==> config.mk <==
export PLATFORM = sky130hd
export DESIGN_NAME = baw_turn_scheduler
export DESIGN_NICKNAME = d
export VERILOG_FILES = /design/src/rtl/baw_turn_scheduler.sv
export SDC_FILE = /design/constraint.sdc
export NUM_CORES = 1
export LEC_CHECK = 0
export CAP_MARGIN = 30
export CORE_MARGIN = 2
export CORE_UTILIZATION = 44
export DETAILED_ROUTE_END_ITERATION = 10
export PLACE_DENSITY = 0.66
export RECOVER_POWER = 25
export SLEW_MARGIN = 5
export SYNTH_ARGS = -nofsm -noshare
export SYNTH_HDL_FRONTEND = slang
export SYNTH_SLANG_ARGS = --single-unit
==> constraint.sdc <==
create_clock -name clk -period 7.15 [get_ports clk]
set_input_delay 1.43 -clock clk [delete_from_list [all_inputs] [get_ports clk]]
set_output_delay 1.43 -clock clk [all_outputs]
set_load 0.02 [all_outputs]
==> src/rtl/baw_turn_scheduler.sv <==
// baw_turn_scheduler: Black-and-White round sequencer with debounced buttons; TURN_TIMEOUT_EN enables selection auto-play
module baw_turn_scheduler #(
  parameter int unsigned DEBOUNCE_CYCLES = 1000000,
  parameter int unsigned ROUNDS = 9,
  parameter int unsigned TIMEOUT_CYCLES = 1000000000
) (
  input  logic       clk,
  input  logic       reset,
  input  logic       btnCenter,
  input  logic       btnTop,
  input  logic       btnBottom,
  input  logic [8:0] sw,
  input  logic [8:0] p1_card,
  input  logic [8:0] p2_card,
  input  logic [1:0] match_result,
  output logic [2:0] phase,
  output logic       active_player,
  output logic       leader,
  output logic       p1_commit,
  output logic       p2_commit,
  output logic [3:0] hand_index,
  output logic       score_update,
  output logic       invalid_sel,
  output logic [3:0] round_cnt,
  output logic       game_over
);
  localparam int unsigned CW = $clog2(DEBOUNCE_CYCLES + 1);
  typedef enum logic [2:0] {
    IDLE       = 3'b000,
    LEAD_SEL   = 3'b001,
    FOLLOW_SEL = 3'b010,
    COMPARE    = 3'b011,
    SHOW       = 3'b100,
    DONE       = 3'b101
  } state_t;
  state_t state;
  logic [2:0] raw, lvl, pls;
  logic [CW-1:0] cnt [3];
  logic bot, top, ctr, sel_ok, tmo, go, bad, cmp2;
  logic [8:0] avail;
  logic [3:0] sw_idx, low_idx, idx;
  assign raw = {btnBottom, btnTop, btnCenter};
  assign phase = state;
  always_ff @(posedge clk)
    if (reset) begin
      for (int i = 0; i < 3; i++) cnt[i] <= '0;
      lvl <= '0;
      pls <= '0;
    end else begin
      for (int i = 0; i < 3; i++) begin
        pls[i] <= 1'b0;
        if (raw[i] == lvl[i]) cnt[i] <= '0;
        else if (cnt[i] == CW'(DEBOUNCE_CYCLES - 1)) begin
          cnt[i] <= '0;
          lvl[i] <= raw[i];
          pls[i] <= raw[i];
        end else cnt[i] <= cnt[i] + 1'b1;
      end
    end
  assign bot = pls[2];
  assign top = pls[1] & ~pls[2];
  assign ctr = pls[0] & ~|pls[2:1];
  always_comb begin
    avail = active_player ? p2_card : p1_card;
    sel_ok = sw != 9'd0 && (sw & (sw - 9'd1)) == 9'd0 && (sw & avail) != 9'd0;
    sw_idx = 4'd0;
    low_idx = 4'd0;
    for (int i = 8; i >= 0; i--) begin
      sw_idx = sw[i] ? 4'(i) : sw_idx;
      low_idx = avail[i] ? 4'(i) : low_idx;
    end
    go = top ? sel_ok : tmo && avail != 9'd0;
    bad = top ? !sel_ok : tmo && avail == 9'd0;
    idx = top ? sw_idx : low_idx;
  end
`ifdef TURN_TIMEOUT_EN
  localparam int unsigned TW = $clog2(TIMEOUT_CYCLES + 1);
  logic [TW-1:0] tcnt;
  logic sel_phase;
  assign sel_phase = state == LEAD_SEL || state == FOLLOW_SEL;
  assign tmo = sel_phase && tcnt == TW'(TIMEOUT_CYCLES - 1);
  always_ff @(posedge clk)
    if (reset || bot || top || tmo || !sel_phase) tcnt <= '0;
    else tcnt <= tcnt + 1'b1;
`else
  assign tmo = 1'b0;
`endif
  always_ff @(posedge clk)
    if (reset) begin
      state <= IDLE;
      leader <= 1'b0;
      active_player <= 1'b0;
      p1_commit <= 1'b0;
      p2_commit <= 1'b0;
      hand_index <= 4'd0;
      score_update <= 1'b0;
      invalid_sel <= 1'b0;
      round_cnt <= 4'd0;
      game_over <= 1'b0;
      cmp2 <= 1'b0;
    end else begin
      p1_commit <= 1'b0;
      p2_commit <= 1'b0;
      score_update <= 1'b0;
      if (bot) begin
        state <= IDLE;
        round_cnt <= 4'd0;
        leader <= 1'b0;
        active_player <= 1'b0;
        invalid_sel <= 1'b0;
        game_over <= 1'b0;
        cmp2 <= 1'b0;
      end else case (state)
        IDLE: if (ctr) begin
          state <= LEAD_SEL;
          active_player <= leader;
        end
        LEAD_SEL, FOLLOW_SEL: if (go) begin
          p1_commit <= !active_player;
          p2_commit <= active_player;
          hand_index <= idx;
          invalid_sel <= 1'b0;
          active_player <= state == LEAD_SEL ? !active_player : active_player;
          state <= state == LEAD_SEL ? FOLLOW_SEL : COMPARE;
        end else if (bad) invalid_sel <= 1'b1;
        COMPARE: begin
          cmp2 <= !cmp2;
          if (cmp2) begin
            score_update <= 1'b1;
            round_cnt <= round_cnt == 4'(ROUNDS) ? round_cnt : round_cnt + 4'd1;
            leader <= match_result == 2'b01 ? 1'b0 : match_result == 2'b10 ? 1'b1 : leader;
            state <= SHOW;
          end
        end
        SHOW: if (ctr) begin
          state <= round_cnt == 4'(ROUNDS) ? DONE : LEAD_SEL;
          game_over <= round_cnt == 4'(ROUNDS);
          active_player <= leader;
        end
        default: ;
      endcase
    end
endmodule

**After elaboration in Yosys (flattened, before gate mapping)**

Memories as Yosys holds them, arrays and structs flattened.
Index checks and enable logic that the tools add are counted.
Widths: inputs -> output; s select.

- Bits in registers: 25
- Word-level logic and storage cells: 181
- Output and inout port bits: 18
- Memories kept: 1
- Bits in writable memories: 60
- Bits of input ports: 34

- Add/sub/neg operators: 5
- Mux-type cells: 82
- Bitwise operators: 24
- Reductions and logical operators: 33
- Equal/unequal tests: 19

Memory list:

| memory | depth | width | read ports | clocked after Yosys merged registers in | write ports | line | RTL |
|---|---|---|---|---|---|---|---|
| cnt | 3 | 20 | 3 | 0 | 3 | 38 | `logic [CW-1:0] cnt [3];` |

Operator list:

| cell | number |
|---|---|
| $mux 20 | 9 |
| $mux 4 | 19 |
| $add 20x1->20 const B | 3 |
| $eq 20x20->1 const B | 3 |
| $mux 1 | 46 |
| $and 9x9->9 | 2 |
| $reduce_bool 9->1 | 2 |
| $mux 3 | 5 |
| $pmux 3 s4 | 1 |
| $reduce_or 3->1 | 4 |
| $not 1->1 | 11 |
| $ne 2x2->1 const B | 5 |
| $reduce_and 2->1 | 5 |
| $logic_not 9->1 | 1 |
| $mux 9 | 1 |
| $or 1x1->1 | 9 |
| $reduce_and 3->1 | 3 |
| $sub 9x1->9 const B | 1 |
| $reduce_or 2->1 | 4 |
| $eq 3x2->1 const B | 2 |
| $reduce_bool 2->1 | 3 |
| $reduce_and 5->1 | 1 |
| $add 4x1->4 const B | 1 |
| $eq 4x4->1 const B | 1 |
| 14 further kinds | 21 |

**Logic depth before layout (Yosys ltp)**

Gate-level depths: netlist of the first run.

- Word-level depth: 11
- Gate-level depth with buffers: 8

**Least setup slack after synthesis of the first run**

No wires, ideal clock.

- Path type: input to register
- Start: in sw[0]
- End: reg state[0], in the netlist phase[0]
- Path slack: 3.911 ns
- Stages on the path: 6
- Required time: 7.080 ns
- Data arrival time: 3.169 ns
- Cells stage by stage: or4_4 > or4_4 > nor2_4 > o2111ai_4 > or3_1 > a21oi_1

- Longest elaborated chain between the ends: 8
- Elaborated cells between the ends (all ways): 11
- Those cells by class: add/sub: 1; eq/ne: 1; mux: 1; bitwise: 2; reduce/logical: 6

Ends and longest elaborated chain:

| item | line | RTL |
|---|---|---|
| from (decl) | 12 | `input logic [8:0] sw,` |
| $sub 9x1->9 | 65 | `sel_ok = sw != 9'd0 && (sw & (sw - 9'd1)) == 9'd0 && (sw & avail) != 9'd0;` |
| $and 9x9->9 | 65 |  |
| $logic_not 9->1 | 65 |  |
| $logic_and 1x1->1 | 65 |  |
| $logic_and 1x1->1 * | 65 |  |
| $mux 1 * | 72 | `go = top ? sel_ok : tmo && avail != 9'd0;` |
| $ne 2x2->1 (no line) * | n/a |  |
| $reduce_and 5->1 (no line) * | n/a |  |
| to (signal assigned) | 124 | `state <= state == LEAD_SEL ? FOLLOW_SEL : COMPARE;` |
| to (signal assigned) | 136 | `state <= round_cnt == 4'(ROUNDS) ? DONE : LEAD_SEL;` |
| to (decl) | 36 | `state_t state;` |

Every way passes the cells marked *; elsewhere a longest branch is shown, timed or not.
A chain may end at the register's enable or synchronous reset.

**Final worst setup path of the first run**

Ends and elaborated chain as after synthesis.

==> results of run 1 <==
[routing by layer]
| layer | vias up | global-route usage (%) | part of all wire [%] |
|---|---|---|---|
| met1 | 1714 | 20.82 | 47 |
| met5 | - | 0 | 0 |
| met4 | 0 | 5.937 | 1.4 |
| met3 | 9 | 3.283 | 4.7 |
| met2 | 70 | 28.94 | 47 |
| li1 | 1857 | - | - |
[cell families after synthesis]
logic type | after synthesis | synth area share [%]
and+or+nand+nor | 246 | 25.53
DFF | 85 | 49.60
xor gates and xnor gates | 60 | 11.32
AOI/OAI and AO/OA | 44 | 6.739
buffers and inverters | 23 | 1.887
muxes | 13 | 3.019
adders and majority gates | 7 | 1.833
other | 1 | 0.08078
[synthesized netlist by cell type, types with 8 or more instances]
master / count
a21oi_1: 14
inv_1: 11
xnor2_1: 21
dfxtp_1: 25
or3_1: 9
and3_1: 14
edfxtp_1: 60
nand4_1: 15
xor2_1: 39
nor2_1: 103
clkbuf_1: 11
nand3_1: 30
nand2_1: 31
mux2_2: 8
nor3_1: 13
[where the power goes]
group	total (mW)	leakage, nW	internal (mW)	switching, mW
clock network	0.339	0.105	0.166	0.173
logic	0.0773	1.15	0.0378	0.0395
registers	0.566	0.818	0.547	0.0192
[state kept, by name, indices dropped and copies added (netlist names)]
register	cells
game_over	1
hand_index	4
cnt	60
score_update	1
cmp2	1
leader	1
pls	3
p2_commit	1
p1_commit	1
active_player	1
round_cnt	4
phase	3
lvl	3
invalid_sel	1
[worst min-delay path by stage]
stage                   start         to  slack, ns  cells after the start
floorplan                cmp2       cmp2       0.50                      2
global placement    game_over  game_over       0.44                      2
detailed placement  game_over  game_over       0.46                      2
CTS                 game_over  game_over       0.48                      2
global route        game_over  game_over       0.50                      2
finish              game_over  game_over       0.47                      2
[critical path, cell delays in order]
cell             delay [ns]
clkdlybuf4s50_1        0.49
or4_4                  0.60
or4_4                  0.46
nor2_4                 0.13
o2111ai_4              0.20
or3_1                  0.39
a21oi_1                0.13
[final cells by class]
class,count,share of cell area [%]
well taps,136,2.988
flip-flops and latches,85,40.43
multi-input cells,430,43.44
repair buffers,51,8.965
clock inverters,3,0.2857
clock buffers,13,3.164
inverters,11,0.7251
[per-stage QoR]
| stage | setup WS [ns] | power (mW) | cells | utilization (%) |
|---|---|---|---|---|
| after floorplan | 3.911 | 0.6182 | 538 | - |
| after global placement | 3.328 | 0.6506 | 713 | 53.49 |
| after detailed placement | 3.243 | 0.6532 | 713 | 53.49 |
| after CTS | 3.602 | 0.9909 | 729 | 55.41 |
| after global routing | 3.531 | 1.019 | 729 | 55.41 |
| final | 3.594 | 0.9824 | 729 | 55.41 |
==> flow_summary.ini, run 1 <==
[logic_synthesis]
synthCells = 479
synth_enable_flop_cells = 60
yosys_warnings = 0
syn_area_mm2 = 0.004642
yosys.area.top_type_share_pct = 38.81
ys.flop_type = edfxtp_1
synth.ff_latch_count = 85
ys_async_sr_fraction_pct = 0
synth_area_leader_cell = edfxtp_1
synthDistinctLibCells = 52
syn_area_per_cell_um2 = 9.691
synthTopCellsByArea = edfxtp_1, dfxtp_1, nor2_1, xor2_1, xnor2_1
ys_seq_area_share_pct = 49.60

[worst_setup_path]
startpoint = sw[0]
reg2reg_to = cnt[1][7]
critPathCapture = phase[0]
endpoint_kind = flip-flop
path_class = in -> reg
start_kind = input pin
r2r_start = cnt[1][0]
crit_fanout = 8
r2r_setup_slack_ns = 4.54
cp.required_ns = 7.43
crit_arrival_ns = 3.83
rr_worst_depth = 7

[grt]
track_usage_pct = 16.74
grt_pass1_wl_um = 15610
grt-ovfl-total = 0
grt_pass1_vias = 3550
grt_max_degree = 22
antenna_found_initial = 0

[detailed_routing]
vias = 3650
dr.first_iter.drc_count = 134
firstDrtPassIters = 4
post_drt_wl_per_cell_um = 12.75
drc = 0
wl_um = 9293
via_per_inst = 5.007
ant_nets = 0

[cts]
clock-sinks = 85
htreeDepth = 3
cts_root_buffer = clkbuf_8
clk_pin_slew_ns = 0.09
cts-buffers-inserted = 9
ctsResizeCount = 0
insertion_delay_ns = 0.36
cts_tree = yes
cts.path.max_buffers = 2
post_cts_buffers = 0
holdBufCountCts = 0

[sta]
tns_ns = 0
period_share_pct = 49.74
worstMarginPinSlew_ns = 0.7416
min_period_ns = 3.556
hold_violations = 0
holdWs_ns = 0.4706
maxSlewViolCount = 0
rsz0062_at_grt = no
final-setup-viol-count = 0
max_clock_freq_mhz = 281.2
max_slew_margin_pct = 50.49
clock_skew_ns = 0.01616

[finish]
postLayoutCellArea_mm2 = 0.005694
regArea_mm2 = 0.002302
num-fill-cells = 991
fin_nets = 628
most-common-layout-cells = nor2_1, edfxtp_1, conb_1
syn2layout_area_growth_pct = 22.67
n_antenna_cell = 0
drive_above_1_share_pct = 5.059
mostFrequentLayoutCell = nor2_1
multi_input_area_mm2 = 0.002474

[die]
rows = 37
core_region_area_mm2 = 0.01028
die_y_um = 106.7
start_util_pct = 45.17
io_pins = 52
dieArea_mm2 = 0.01139
die_w_um = 106.7

[outcome]
status = complete, no violations

[pwr]
p_per_area_mw_per_mm2 = 172.5
leakage_nw = 2.070
vdd_drop_max_v = 0.0001015

[placed_design]
post_dp_cell_area_mm2 = 0.005498
gp_congestion = 0.8614
io_buffers = 51
post-dp-hpwl_um = 6786

[worst_hold_path]
hold_class = reg -> reg

[job]
max_cap_violations = 0
Power figures use the tool's default switching activity.
==> run 2: changes to the inputs <==
==> constraint.sdc (replaced) <==
create_clock -name clk -period 3.4 [get_ports clk]
set_input_delay 0.68 -clock clk [delete_from_list [all_inputs] [get_ports clk]]
set_output_delay 0.68 -clock clk [all_outputs]
set_load 0.02 [all_outputs]
==> run 2 against run 1 <==
Effect of this change: clock power grew 110%; critical path type unchanged; final cell count is the same; clock skew shrank 0.0048 ns; sequential share of layout area is essentially flat; core utilization is essentially flat.
==> flow_summary.ini, run 2 (synthesized netlist as in run 1, its figures left out) <==
[cts]
cts_tree = yes
clock-sinks = 85
ctsResizeCount = 0
cts_root_buffer = clkbuf_8
holdBufCountCts = 0
cts-buffers-inserted = 9
post_cts_buffers = 0
cts.path.max_buffers = 2
insertion_delay_ns = 0.35
clk_pin_slew_ns = 0.08
htreeDepth = 3

[worst_setup_path]
cpMostUsedCell = or4_4
rr_worst_depth = 7
path_buf_inv = 1
path_class = in -> reg
crit_family = simple AND/OR/NAND/NOR gates
cp_slowest_stage_delay_ns = 0.60
cp.required_ns = 3.67
worstPathCellList = clkdlybuf4s50_1 -> or4_4 -> or4_4 -> nor2_4 -> o2111ai_4 -> or3_1 -> a21oi_1
endpoint_kind = flip-flop
crit_arrival_ns = 3.09
path_depth = 7
cp_slowest_cell = or4_4
crit_fanout = 8
start_kind = input pin

[grt]
grt-ovfl-total = 0
track_usage_pct = 16.62
antenna_found_initial = 0
grt_max_degree = 22
grt_pass1_wl_um = 15530
grt_pass1_vias = 3515

[sta]
rsz0062_at_grt = no
clock_skew_ns = 0.01141
max_clock_freq_mhz = 354.7
hold_violations = 0
maxSlewViolCount = 0
final-setup-viol-count = 0
period_share_pct = 82.92
fin_ws_ns = 0.5808
holdWs_ns = 0.4662
min_period_ns = 2.819
max_slew_margin_pct = 51.18
worstMarginPinSlew_ns = 0.7313
tns_ns = 0

[die]
dieArea_mm2 = 0.01139
io_pins = 52
rows = 37
core_region_area_mm2 = 0.01028
start_util_pct = 45.17
die_w_um = 106.7
die_y_um = 106.7

[finish]
top_regs = cnt x60, hand_index x4, round_cnt x4
multi_input_area_mm2 = 0.002474
largest_register = cnt
drive_above_1_share_pct = 5.228
fin_nets = 628
n_antenna_cell = 0
finalCoreUtilization_pct = 55.44
num-fill-cells = 986
regArea_mm2 = 0.002302
largest_reg_flops = 60
most-common-layout-cells = nor2_1, edfxtp_1, conb_1
syn2layout_area_growth_pct = 22.75
mostFrequentLayoutCell = nor2_1

[pwr]
vdd_drop_max_v = 0.0001633
leakage_nw = 2.079
p_per_area_mw_per_mm2 = 364.4

[placed_design]
post-dp-hpwl_um = 6782
gp_congestion = 0.8614
pre_cts_ws_ns = 0.2466
io_buffers = 51

[detailed_routing]
wl_um = 9223
dr.first_iter.drc_count = 153
via_per_inst = 4.970
ant_nets = 0
drc = 0
vias = 3623
post_drt_wl_per_cell_um = 12.65
firstDrtPassIters = 4

[outcome]
status = complete, no violations

[worst_hold_path]
hold_class = reg -> reg
min_path_cells = 2

[job]
max_cap_violations = 0
==> run 2: changes by cell type in the layout (fill, tap and decap cells not counted), sizes merged <==
| cell | before | now |
|---|---|---|
| clkbuf | 13 | 14 |
| clkdlybuf4s50 | 40 | 39 |
| clkinv | 2 | 1 |
| dlygate4sd3 | 11 | 12 |
==> run 2: cell type report <==
cell class	count	share of cell area (%)
inverters	11	0.7246
well taps	136	2.986
clock inverters	2	0.1976
flip-flops and latches	85	40.40
multi-input cells	430	43.41
repair buffers	51	8.959
clock buffers	14	3.316
==> run 2: per-layer routing <==
layer | GRT usage [%] | wire, um | up-vias
met5 | 0 | 0 | -
met4 | 5.288 | 118 | 0
met3 | 3.951 | 475 | 10
met2 | 28.39 | 4309 | 64
met1 | 20.78 | 4320 | 1692
li1 | - | - | 1857
==> run 2: report_power, final <==
part	internal, mW	switching (mW)
Clock	0.364	0.359
Combinational	0.0795	0.0830
Sequential	1.15	0.0405
Total	1.59	0.483
==> run 2: worst paths after layout <==
check             from        end  slack, ns
max              sw[0]   phase[0]       0.58
min          game_over  game_over       0.47
max reg2reg  cnt[1][0]  cnt[1][7]       0.78
min reg2reg  game_over  game_over       0.47
==> run 2: per-stage QoR <==
step                total power [mW]  instances  cell area, um2
floorplan                      1.300        538            4863
global placement               1.368        713            5498
detailed placement             1.373        713            5498
CTS                            2.093        729            5698
global route                   2.155        729            5698
finish                         2.076        729            5698
==> run 2: tightest hold or removal path: cells and delay by family (launching register included) <==
kind / cells / cell delay, ns
AOI/OAI and AO/OA: 1 / 0.05
and+or+nand+nor: 1 / 0.05
DFF: 1 / 0.32
==> RTL edit: new RTL, settings of run 2 <==
Change the parameter `DEBOUNCE_CYCLES` from 1000000 to 2000000.
--- a/src/rtl/baw_turn_scheduler.sv
+++ b/src/rtl/baw_turn_scheduler.sv
@@ -2,3 +2,3 @@
 module baw_turn_scheduler #(
-  parameter int unsigned DEBOUNCE_CYCLES = 1000000,
+  parameter int unsigned DEBOUNCE_CYCLES = 2000000,
   parameter int unsigned ROUNDS = 9,
Formal check against the unedited RTL: same outputs for any inputs over 10 cycles, from zero or initial values and one cycle with reset high; that may be too few to reach the edited logic, so the function may still have changed.
==> RTL edit against run 2 <==
Area after synthesis is 6.8% higher; power is 13% higher; register-to-register slack improved by 0.12 ns; global-route usage up 0.65 points; setup slack better by 0.10 ns; sequential cell count is 3 higher; final area grew 6.8%; via count is 5.9% higher; clock power grew 29%; wire length grew 7.8%; count of clock-buffer cells in the layout fell by 4; sequential power grew 4%; clock skew is 0.0050 ns lower; highest routed layer unchanged.
==> RTL edit: results (changes against run 2) <==
\begin{tabular}{lr}
\hline
Metric & Value \\
\hline
\multicolumn{2}{l}{\textbf{Synth}} \\
Netlist cell types & 58 (+12\%) \\
Commonest cells post-synth & nor2\_1 (100), edfxtp\_1 (63), xor2\_1 (37) \\
Cells taking the most area after synthesis & edfxtp\_1 (38\%), dfxtp\_1 (10\%), nor2\_1 (7.6\%) \\
Cell count after synthesis & 498 (+4.0\%) \\
Post-synth EDFFs & 63 (+5.0\%) \\
Post-Synth Adder-Cell Area & 1.72\% (-0.12 points) \\
Sequential share of the synthesized area & 48.2\% (-1.3 points) \\
Portion of netlist area occupied by mux cells & 3.99\% (+0.97 points) \\
\multicolumn{2}{l}{\textbf{Layout}} \\
Proportion of cell area occupied by registers & 39.3\% (-1.1 points) \\
Fraction of layout cells with a size suffix above 1 & 5.22\% (-0.0074 points) \\
Number of inverters outside the clock class in the layout & 16 (+5) \\
Registers with the most flip-flops & cnt (63), hand\_index (4), round\_cnt (4) \\
NonClk Buf Share & 8.39\% (-0.57 points) \\
CLK BUF & 10 (-4) \\
Max reg flops & 63 (+5.0\%) \\
Multi-input logic portion of the cell area & 43.8\% (+0.41 points) \\
Multi-input gates & 442 (+2.8\%) \\
Count of filler cells inserted in the layout & 1019 (+3.3\%) \\
Final design instance area without fill & 6080 µm² (+6.8\%) \\
\multicolumn{2}{l}{\textbf{Place}} \\
Placed Instances & 737 (+3.4\%) \\
Routability congestion estimate from global placement & 0.773 (-10\%) \\
Worst slack at placement & 0.617 ns (+0.370 ns) \\
\multicolumn{2}{l}{\textbf{Route}} \\
Total Routed Length & 9940 µm (+7.8\%) \\
Detailed route wirelength on metal2 & 4600 µm (+6.7\%) \\
Routed length on met1 & 4670 µm (+8.1\%) \\
Final routed wire length divided by cell count & 13.2 µm (+4.4\%) \\
\multicolumn{2}{l}{\textbf{Power}} \\
Worst IR drop on VDD & 0.298 mV (+83\%) \\
\multicolumn{2}{l}{\textbf{Worst setup path}} \\
Arrival time reported for the critical path endpoint & 2.04 ns (-1.05 ns) \\
Setup slack on the worst flop-to-flop path & 0.90 ns (+0.12 ns) \\
Critical path capture point & active\_player \\
Delay-heaviest family, CP & flip-flops \\
Maximum fanout along the worst path & 23 (+15) \\
Depth of the worst register-to-register path & 5 (-2) \\
\multicolumn{2}{l}{\textbf{Timing}} \\
Setup skew after layout & 0.00642 ns (-0.00499 ns) \\
Crit path setup slack, layout & 0.685 ns (+0.104 ns) \\
Tightest Pin Transition & 0.933 ns (+0.202 ns) \\
\multicolumn{2}{l}{\textbf{Hold path}} \\
Worst hold path endpoint & hand\_index[2] \\
Launch instance of the worst min-delay path & hand\_index[2] \\
\multicolumn{2}{l}{\textbf{Global routing}} \\
Number of global-route vias before repair & 3644 (+3.7\%) \\
Aggregate global-route resource usage & 17.3\% (+0.65 points) \\
\multicolumn{2}{l}{\textbf{Clocking}} \\
Root buffer selected by CTS & clkbuf\_16 \\
Clock tree sinks & 88 (+3.5\%) \\
\multicolumn{2}{l}{\textbf{Run status}} \\
Status & finished clean \\
\hline
\end{tabular}
[RTL edit: changes by cell type after synthesis, sizes merged, moves of 5 or more]
| cell | before | now |
|---|---|---|
| a21oi | 14 | 8 |
| buf | 1 | 7 |
| inv | 11 | 16 |
| mux2 | 8 | 3 |
| mux2i | 5 | 16 |
| nor4b | 2 | 7 |
| or3 | 10 | 5 |
| xnor2 | 21 | 27 |
[RTL edit: where the power goes]
group          leakage [nW]  switching [mW]  internal [mW]
sequential            0.849          0.0421           1.19
combinational          1.21          0.0941         0.0839
clock                 0.144           0.416          0.518
total                  2.21           0.552           1.80
[RTL edit: tightest hold or removal path: cells and delay by family, from the launching register on]
family | cells | cell delay, ns
flip-flops | 1 | 0.31
AND/OR/NAND/NOR | 1 | 0.05
multiplexers | 1 | 0.05
[RTL edit: layer usage]
layer  vias to the layer above  track usage [%]
li1                       1943                -
met1                      1816             21.9
met2                        67             28.4
met3                         9             4.70
met4                         0             5.98
met5                         -                0
